### config.mk
export PLATFORM = sky130hd
export DESIGN_NAME = pipe_hazard_ctrl
export DESIGN_NICKNAME = d
export VERILOG_FILES = /design/src/rtl/pipe_hazard_ctrl.sv
export SDC_FILE = /design/constraint.sdc
export NUM_CORES = 1
export LEC_CHECK = 0
export CORE_MARGIN = 3
export CORE_UTILIZATION = 47
export CTS_CLUSTER_SIZE = 10
export DETAILED_ROUTE_END_ITERATION = 8
export GPL_TIMING_DRIVEN = 0
export PLACE_DENSITY = 0.81
export SYNTH_ARGS = -nofsm -noshare
export SYNTH_HDL_FRONTEND = slang
export SYNTH_SLANG_ARGS = --single-unit
### constraint.sdc
create_clock -name clk -period 5 [get_ports clk]
set_input_delay 1.5 -clock clk [delete_from_list [all_inputs] [get_ports clk]]
set_output_delay 1.5 -clock clk [all_outputs]
set_load 0.05 [all_outputs]
### src/rtl/pipe_hazard_ctrl.sv
// Pipeline hazard and stall controller for the five-stage core.
// Generates the PC and pipeline register enables and the bubble/flush controls.
// Detects load-use hazards, defers branch flushes across memory waits and
// holds the pipe in a sticky halt. Keeps saturating stall/flush counters.
module pipe_hazard_ctrl #(
  parameter int REG_ADDR_W = 3,
  parameter int CNT_W      = 16
) (
  input  logic                  clk,
  input  logic                  rst,
  input  logic [REG_ADDR_W-1:0] id_rs_addr,
  input  logic                  id_rs_used,
  input  logic [REG_ADDR_W-1:0] id_rt_addr,
  input  logic                  id_rt_used,
  input  logic                  ex_mem_read,
  input  logic [REG_ADDR_W-1:0] ex_rd_addr,
  input  logic                  br_taken,
  input  logic                  mem_busy,
  input  logic                  wb_halt,
  output logic                  pc_en,
  output logic                  ifid_en,
  output logic                  idex_en,
  output logic                  exmem_en,
  output logic                  memwb_en,
  output logic                  ifid_flush,
  output logic                  idex_flush,
  output logic                  halted,
  output logic [CNT_W-1:0]      stall_cnt,
  output logic [CNT_W-1:0]      flush_cnt
);

  typedef enum logic [1:0] {
    ST_RUN     = 2'b00,
    ST_MEMWAIT = 2'b01,
    ST_HALTED  = 2'b10
  } state_t;

  state_t           r_state;
  state_t           w_state_nxt;
  logic             r_br_pend;
  logic             w_br_pend_nxt;
  logic [CNT_W-1:0] r_stall_cnt;
  logic [CNT_W-1:0] r_flush_cnt;
  logic             w_lu;
  logic             w_flush_evt;
  logic             w_stall_evt;

  // Counter increment that sticks at all-ones instead of wrapping.
  function automatic logic [CNT_W-1:0] sat_inc(input logic [CNT_W-1:0] v);
    return (&v) ? v : v + 1'b1;
  endfunction

  assign w_lu = ex_mem_read &
                ((id_rs_used & (id_rs_addr == ex_rd_addr)) |
                 (id_rt_used & (id_rt_addr == ex_rd_addr)));

  // Next-state and enable/flush decode. MEMWAIT with memory ready is
  // evaluated with the RUN rules, so both states share one decode.
  always_comb begin
    w_state_nxt   = r_state;
    w_br_pend_nxt = r_br_pend;
    pc_en         = 1'b0;
    ifid_en       = 1'b0;
    idex_en       = 1'b0;
    exmem_en      = 1'b0;
    memwb_en      = 1'b0;
    ifid_flush    = 1'b0;
    idex_flush    = 1'b0;
    w_flush_evt   = 1'b0;
    if (!rst) begin
      case (r_state)
        ST_RUN, ST_MEMWAIT: begin
          if (mem_busy) begin
            // Freeze everything; a branch resolved now must flush later.
            if (br_taken) w_br_pend_nxt = 1'b1;
            w_state_nxt = ST_MEMWAIT;
          end else if (wb_halt) begin
            w_state_nxt = ST_HALTED;
          end else if (br_taken | r_br_pend) begin
            // Squash the two wrong-path instructions in IF/ID and ID/EX.
            pc_en         = 1'b1;
            ifid_en       = 1'b1;
            idex_en       = 1'b1;
            exmem_en      = 1'b1;
            memwb_en      = 1'b1;
            ifid_flush    = 1'b1;
            idex_flush    = 1'b1;
            w_br_pend_nxt = 1'b0;
            w_flush_evt   = 1'b1;
            w_state_nxt   = ST_RUN;
          end else if (w_lu) begin
            // Hold PC and IF/ID, push one bubble into EX.
            idex_en     = 1'b1;
            idex_flush  = 1'b1;
            exmem_en    = 1'b1;
            memwb_en    = 1'b1;
            w_state_nxt = ST_RUN;
          end else begin
            pc_en       = 1'b1;
            ifid_en     = 1'b1;
            idex_en     = 1'b1;
            exmem_en    = 1'b1;
            memwb_en    = 1'b1;
            w_state_nxt = ST_RUN;
          end
        end
        ST_HALTED: w_state_nxt = ST_HALTED;
        default:   w_state_nxt = ST_RUN;
      endcase
    end
  end

  assign w_stall_evt = ~rst & ~pc_en & (r_state != ST_HALTED);

  // State, pending-branch flag and performance counters.
  always_ff @(posedge clk) begin
    if (rst) begin
      r_state     <= ST_RUN;
      r_br_pend   <= 1'b0;
      r_stall_cnt <= '0;
      r_flush_cnt <= '0;
    end else begin
      r_state   <= w_state_nxt;
      r_br_pend <= w_br_pend_nxt;
      if (w_stall_evt) r_stall_cnt <= sat_inc(r_stall_cnt);
      if (w_flush_evt) r_flush_cnt <= sat_inc(r_flush_cnt);
    end
  end

  assign halted    = (r_state == ST_HALTED);
  assign stall_cnt = r_stall_cnt;
  assign flush_cnt = r_flush_cnt;

endmodule

-- After elaboration in Yosys (flattened, before gate mapping)
Index checks and enable logic that the tools add are counted.
- equal/unequal tests: 7
- muxes and demuxes: 28
- reduce and logical (&&, ||, !) cells: 8
- bitwise gates (word level): 11
- add/subtract/negate cells: 2
- operators with widths (kind ; number):
    16-bit by 1-bit adder with 16-bit output, second input constant ; 2
    16-bit AND reduction ; 2
    1-bit two-way mux ; 25
    3-bit equality test ; 2
    2-bit != test, second input constant ; 3
    1-bit bitwise AND ; 5
    2-bit two-way mux ; 2
    1-bit inverter ; 4
    2-bit one-hot mux with 2 select lines ; 1
    2-bit AND reduction ; 2
    4-bit AND reduction ; 1
    2-bit by 1-bit equality test with 1-bit output, second input constant ; 1
    2-bit equality test, second input constant ; 1
    2-bit logical NOT ; 1
    1-bit bitwise OR ; 2
    2-bit nonzero test ; 1
    2-bit OR reduction ; 1
- word-level logic and storage cells: 60
- register bits after elaboration: 35
- output and inout port bits: 40

-- Logic depth before layout (Yosys ltp)
- word-level depth: 14
- mapped depth: 9
- mapped depth without buffers: 7

-- Least setup slack after synthesis
OpenSTA, ideal clock, no wires.
- path type: input-to-output
- start point: in rst
- end point: out pc_en
- arrival: 3.332 ns
- stages: 4
- setup slack: 0.168 ns
- cells stage by stage: clkbuf_1 > or4_4 > a31oi_1 > buf_4
- cells in the longest elaborated chain, start to end: 1
- RTL lines (item ; line ; RTL):
    from (decl) ; 10 ; input logic rst,
    1-bit two-way mux ; -- ;
    to (decl) ; 20 ; output logic pc_en,
No other way between the ends.

-- Final worst setup path
- start point: in mem_busy
- end point: out ifid_en
- cells in the longest elaborated chain, start to end: 3
- RTL lines (item ; line ; RTL):
    from (decl) ; 18 ; input logic mem_busy,
    1-bit two-way mux ; 73 ; if (mem_busy) begin
    1-bit two-way mux ; 71 ; case (r_state)
    1-bit two-way mux ; 70 ; if (!rst) begin
    to (decl) ; 21 ; output logic ifid_en,
No other way between the ends.

==> results by group <==
Drt
  – DRT antenna net count: 0
  – Iteration-0 DRC Markers: 116
  – DR pass1 iterations: 4
  – DRC errors left: 0
  – Drt wl/cell: 13.6 um
  – DR vias: 1729
  – Drt via density: 5.39
  – WL final: 4.36 mm

Cells and area
  – NumNets Final: 293
  – Post-layout util: 71.9%
  – Highest-count cells in the layout ignoring fill and taps: 48 x clkdlybuf4s50_1, 35 x dfxtp_1, 26 x nor2_1, 14 x nand2_1, 14 x nand3_1
  – Finished Layout Cells: 321
  – Design area: 0.00251 sq mm
  – Share of post-route cells with drive strength above 1: 6.55%
  – Most common cell after layout, fill and taps aside: clkdlybuf4s50_1
  – Antenna cells: 0
  – Syn-to-layout area delta: 40.8%

Worst hold path
  – HP Class: reg -> reg

Global routing
  – Maximum number of pins on one net before global-route repair: 12
  – GRT Util Overall: 20.5%
  – Vias in the first global route: 1609
  – Met1 Use GR: 27.5%
  – M3 GR Usage: 4.99%
  – Total grt overflow: 0
  – Met2 Use GR: 31.2%
  – Initial antenna violation count: 0
  – GR peak layer: met2
  – First-pass GRT wire length: 7.25 mm

Synth
  – Synth Instances: 212
  – Synth Register Bits: 35
  – Synth unique cells: 39
  – Sequential share of the synthesized area: 39.2%
  – Compound-gate portion of the synthesized area: 13.7%
  – Mean post-synth cell area: 8.42 sq um
  – Post-synthesis adder-cell area fraction: 1.40%
  – Ys Warns: 0
  – Combinational family with the most area after synthesis: simple AND/OR/NAND/NOR gates
  – Mapped cell area: 0.00179 sq mm
  – Syn nets: 231
  – Mux cell area share after synthesis: 1.12%
  – Post-Synth XOR/XNOR Area: 10.3%
  – Post-synthesis simple-gate area fraction: 29.6%

Pwr
  – VDD IR max: 0.172 mV
  – Internal: 0.513 mW
  – Seq pwr share: 43.1%
  – Pwr Density: 265 mW/mm^2
  – Sw Pwr: 0.154 mW
  – Power Total: 0.667 mW
  – Leakage: 0.879 nW
  – Logic gate share of total power: 11.6%
  – Clock network fraction of design power: 45.4%
  – Sw Ratio: 23.1%

Worst setup path
  – Startpoint type of the worst setup path: primary input
  – Data required, critical path: 3500 ps
  – Crit end category: output pin
  – Setup Crit Path Kind: in -> out
  – Max FO, Critical Path: 5
  – WP data arrival: 3370 ps

Place
  – Final RePlAce weighted congestion: 0.827
  – Post-Place Cell Area: 0.00239 sq mm
  – Dpl cells: 313
  – Hpwl dp: 3.17 mm
  – Buffers on Ports: 55
  – Pre-CTS setup slack: -246 ps

Run status
  – Status: finished, final reports clean

Timing
  – Final worst-path setup slack: 126 ps
  – Clock skew: 6.62 ps
  – Setup TNS: 0 ps
  – Hold_ws: 513 ps
  – Min cycle time layout: 4870 ps
  – Final Max Tran Viols: 0
  – Worst-Margin Slew: 517 ps
  – Relative slew margins: 65.4%
  – RSZ-0062 raised after global routing: false
  – Final hold violations: 0
  – Finish-stage setup viols: 0
  – Final period util: 97.5%
  – Maximum clock rate: 205 MHz

CTS
  – Number of gates resized after CTS: 7
  – TritonCTS clock tree: yes
  – # clock sinks: 35
  – Clk Latency, worst-skew pair: 290 ps
  – CTS buffer count: 5
  – CTS root buf: clkbuf_8
  – Setup bufs post-CTS: 0
  – CTS Buffer Depth: 2
  – H-tree depth: 2
  – Reg clk slew, reported paths: 70 ps
  – Post-CTS Hold Buffers: 0

Die
  – Die X: 67.6 um
  – # IOs: 57
  – Die height: 67.6 um
  – Std cell rows: 21
  – Core Region: 0.00349 sq mm
  – Initial Util: 51.1%
  – Die Area: 0.00457 sq mm

Run
  – Max cap viols: 0
[sequential cells by signal, indices dropped and copies added (netlist names)]
signal and count:
r_state 2, flush_cnt 16, stall_cnt 16, r_br_pend 1
[cell usage after synthesis (all sizes together)]
master,n,share of area (%)
and2,2,0.70
nand4bb,1,0.63
nor4,4,1.4
nor4b,1,1.3
and4,2,0.98
nor3,5,1.4
nand4,9,3.5
and3,2,0.70
nor2b,2,0.70
xor2,9,4.4
a211oi,2,0.84
mux2i,2,1.1
o311ai,4,2.0
o41ai,4,2.0
or2,2,0.70
nor3b,1,0.42
inv,6,1.3
buf,6,2.2
or4,5,2.3
and2b,1,0.42
o31a,1,0.49
a31oi,2,0.70
o21a,1,0.42
a22o,1,0.49
or3,6,2.1
o31ai,3,1.3
ha,2,1.4
a21oi,11,3.1
clkbuf,5,1.1
dfxtp,35,39
nand2,14,2.9
nand3,14,3.9
xnor2,12,5.9
nor2,26,5.5
o21ai,9,2.5
[critical path: stages]
cell and delay [ps]:
clkdlybuf4s50_1 470, or4_4 610, a31oi_1 220, dlygate4sd2_1 560
[power groups by stage]
stage	logic, mW	registers [mW]	clock network, mW
floorplan	0.0393	0.301	0
global placement	0.0772	0.293	0
detailed placement	0.0786	0.294	0
CTS	0.0777	0.287	0.305
global route	0.0831	0.288	0.320
finish	0.0772	0.287	0.303
[path summary, 6_finish.rpt]
kind	start	endpoint	slack [ps]	cells past startpoint
setup / recovery	mem_busy	ifid_en	130	4
hold / removal	r_br_pend	r_br_pend	510	2
setup reg to reg	stall_cnt[0]	stall_cnt[1]	2380	9
hold reg to reg	r_br_pend	r_br_pend	510	2
[kinds of logic after synthesis]
family / Yosys count
simple gates: 97
compound gates: 38
flops: 35
xor+xnor: 21
buf+inv: 17
mux: 2
fa+ha+maj: 2
[layer usage]
layer / vias up / part of all wire, %
li1: 894 / -
met1: 785 / 49
met2: 44 / 45
met3: 6 / 4.6
met4: 0 / 1.3
met5: - / 0
[cell type report]
cell class	instances	area [sq um]
Timing Repair Buffer	55	538
Multi-Input combinational cell	160	1000
Sequential cell	35	701
Inverter	6	22.5
Fill cell	302	981
Tap cell	46	57.6
Clock buffer	6	72.6
Buffer	11	58.8
Clock inverter	2	60.1
No activity file was read; power rests on OpenSTA's default activity.
==> patch, RTL diff (same flow settings) <==
Re-encode `state_t` (3 states) as one-hot, 3 bits wide.
--- a/src/rtl/pipe_hazard_ctrl.sv
+++ b/src/rtl/pipe_hazard_ctrl.sv
@@ -30,8 +30,8 @@
 );
 
-  typedef enum logic [1:0] {
-    ST_RUN     = 2'b00,
-    ST_MEMWAIT = 2'b01,
-    ST_HALTED  = 2'b10
+  typedef enum logic [2:0] {
+    ST_RUN     = 3'b001,
+    ST_MEMWAIT = 3'b010,
+    ST_HALTED  = 3'b100
   } state_t;
 
Behaviour: no difference found for any inputs over 4 cycles, from zero or initial values and one cycle with rst high; so few cycles prove little.
==> patch against the unedited design <==
  * Synthesized area up 7.2%
  * Register-to-register slack gained 0.27 ns
  * Sequential cell count increased by 1
  * Fmax decreased by 0.82%
  * Final area rose by 4.6%
  * Sequential share of layout area is 0.47 points lower
  * Non-clock buffer count down 1
  * Count of clock-buffer cells in the layout is 1 lower
  * Routed wire length grew 6.1%
  * Synthesized cell count is 7.1% higher
  * Die area increased by 6.6%
  * Highest routed layer unchanged
  * Clock skew hardly changed
  * Worst setup slack got worse by 0.040 ns
  * Total power increased by 1.3%
==> patch: results (changes against the unedited design) <==
| Metric | Value |
|---|---|
| Synth Instances | `227 (+7.1%)` |
| Post-layout net count | `308 (+5.1%)` |
| Crit path max fanout | `3 (-2)` |
| Root buffer cell | `clkbuf_8` |
| Detailed router's first-iteration violation count | `96 (-17%)` |
| Status | `finished clean` |
| Worst-Skew Late Latency | `0.29 ns (about the same)` |
| Syn_nets | `246 (+6.5%)` |
| GRT Overall Usage | `0.197 (-0.00799)` |
| Fill cell total of the finished layout | `329 (+8.9%)` |
| Slew @ Worst Pin | `0.622 ns (+0.105 ns)` |
| Multi-input gate area | `1110 sq um (+10%)` |
| Most frequent cells after synthesis | `36 x dfxtp_1, 27 x nor2_1, 15 x nand2_1` |
| Most area-consuming cells after synthesis | `dfxtp_1 38%, xnor2_1 5.9%, nor2_1 5.3%` |
| Lkg Pwr | `0.901 nW (+2.5%)` |
| Distinct cells, synth | `43 (+10%)` |
| Clock skew | `0.00702 ns (+0.000400 ns)` |
| Switching share of power | `0.278 (+0.0477)` |
| H-Tree Depth | `2 (unchanged)` |
| Share of layout cells above drive strength 1 | `0.0862 (+0.0208)` |
| VDD IR max | `0.000231 V (+34%)` |
| Fin Hold WS | `0.493 ns (-0.0195 ns)` |
| Largest net degree at the start of global routing | `13 (+1)` |
| HPWL after DPL | `3490 um (+10%)` |
| Vias/cell | `5.55 (+3.1%)` |
| Ys flop type | `dfxtp_1` |
| Worst Setup Slack, final | `0.0855 ns (-0.0401 ns)` |
| Register area share after synthesis | `0.376 (-0.0160)` |
| GPL Wtd Cong | `0.824 (-0.30%)` |
| Place WS | `-0.215 ns (+0.0312 ns)` |
| DP Area | `2530 sq um (+5.8%)` |
| Drt total wl | `4620 um (+6.1%)` |
| Number of global-route vias before repair | `1811 (+13%)` |
| Dpl cells | `330 (+5.4%)` |
| WL/cell | `13.7 um (+0.77%)` |
| Worst endpoint data arrival time | `3.41 ns (+0.04 ns)` |
## patch: cell types whose count changed in the layout (fill, tap and decap cells not counted), moves of 2 or more
cell,before,now
clkbuf_1,6,4
nor2b_1,2,0
o311ai_1,0,2
o311ai_0,4,0
or2_2,1,3
o41ai_1,4,2
o21ai_1,0,4
nand3_1,14,10
nand4_1,8,12
inv_1,6,9
and3_1,2,6
## patch: kinds of logic after synthesis
kind of cell	count (synthesis)	synth area share
AO/OA/AOI/OAI	43	0.150
XOR/XNOR	23	0.105
adder cells (fa/ha/maj)	2	0.0131
buffers and inverters	19	0.0477
flip-flops	36	0.376
multiplexers	2	0.0105
AND/OR/NAND/NOR	102	0.297
## patch: worst paths after layout
path                        startpoint                   endpoint  depth (start not counted)
max                      ex_rd_addr[2]                      pc_en                          7
min             r_br_pend$_SDFFE_PP0P_     r_br_pend$_SDFFE_PP0P_                          2
max reg2reg  stall_cnt[0]$_SDFFE_PP0P_  stall_cnt[1]$_SDFFE_PP0P_                          9
min reg2reg     r_br_pend$_SDFFE_PP0P_     r_br_pend$_SDFFE_PP0P_                          2
## patch: timing repair
action | CTS | global route
setup buffers | 0 | 0
resized for setup | 7 | 2
setup endpoints to repair | 7 | 1
hold buffers | 0 | 0
## patch: layer usage
metal  GRT usage  wire [um]
met1       0.246       2090
met2       0.326       2210
met3      0.0507        286
met4      0.0702         43
met5           0          0
## patch: critical path, cell delays in order
cell             delay (ns)
clkdlybuf4s50_1        0.45
xnor2_1                0.16
nand4_1                0.17
nand2_1                0.14
a311oi_2               0.33
buf_4                  0.15
dlygate4sd2_1          0.51
## patch: cell type report
cell class | count | area share
Buffer | 10 | 0.0219
Clock buffer | 5 | 0.0262
Clock inverter | 3 | 0.0162
Inverter | 9 | 0.0128
Multi-Input combinational cell | 172 | 0.422
Sequential cell | 36 | 0.274
Tap cell | 48 | 0.0228
Timing Repair Buffer | 55 | 0.205
## patch: power by group through the flow
| stage | Combinational [mW] | Clock, mW | Sequential [mW] |
|---|---|---|---|
| 2_1_floorplan | 0.0702 | 0 | 0.322 |
| 3_3_place_gp | 0.119 | 0 | 0.312 |
| 3_5_place_dp | 0.120 | 0 | 0.313 |
| 4_1_cts | 0.119 | 0.258 | 0.306 |
| 5_1_grt | 0.128 | 0.274 | 0.308 |
| 6_report | 0.118 | 0.252 | 0.306 |
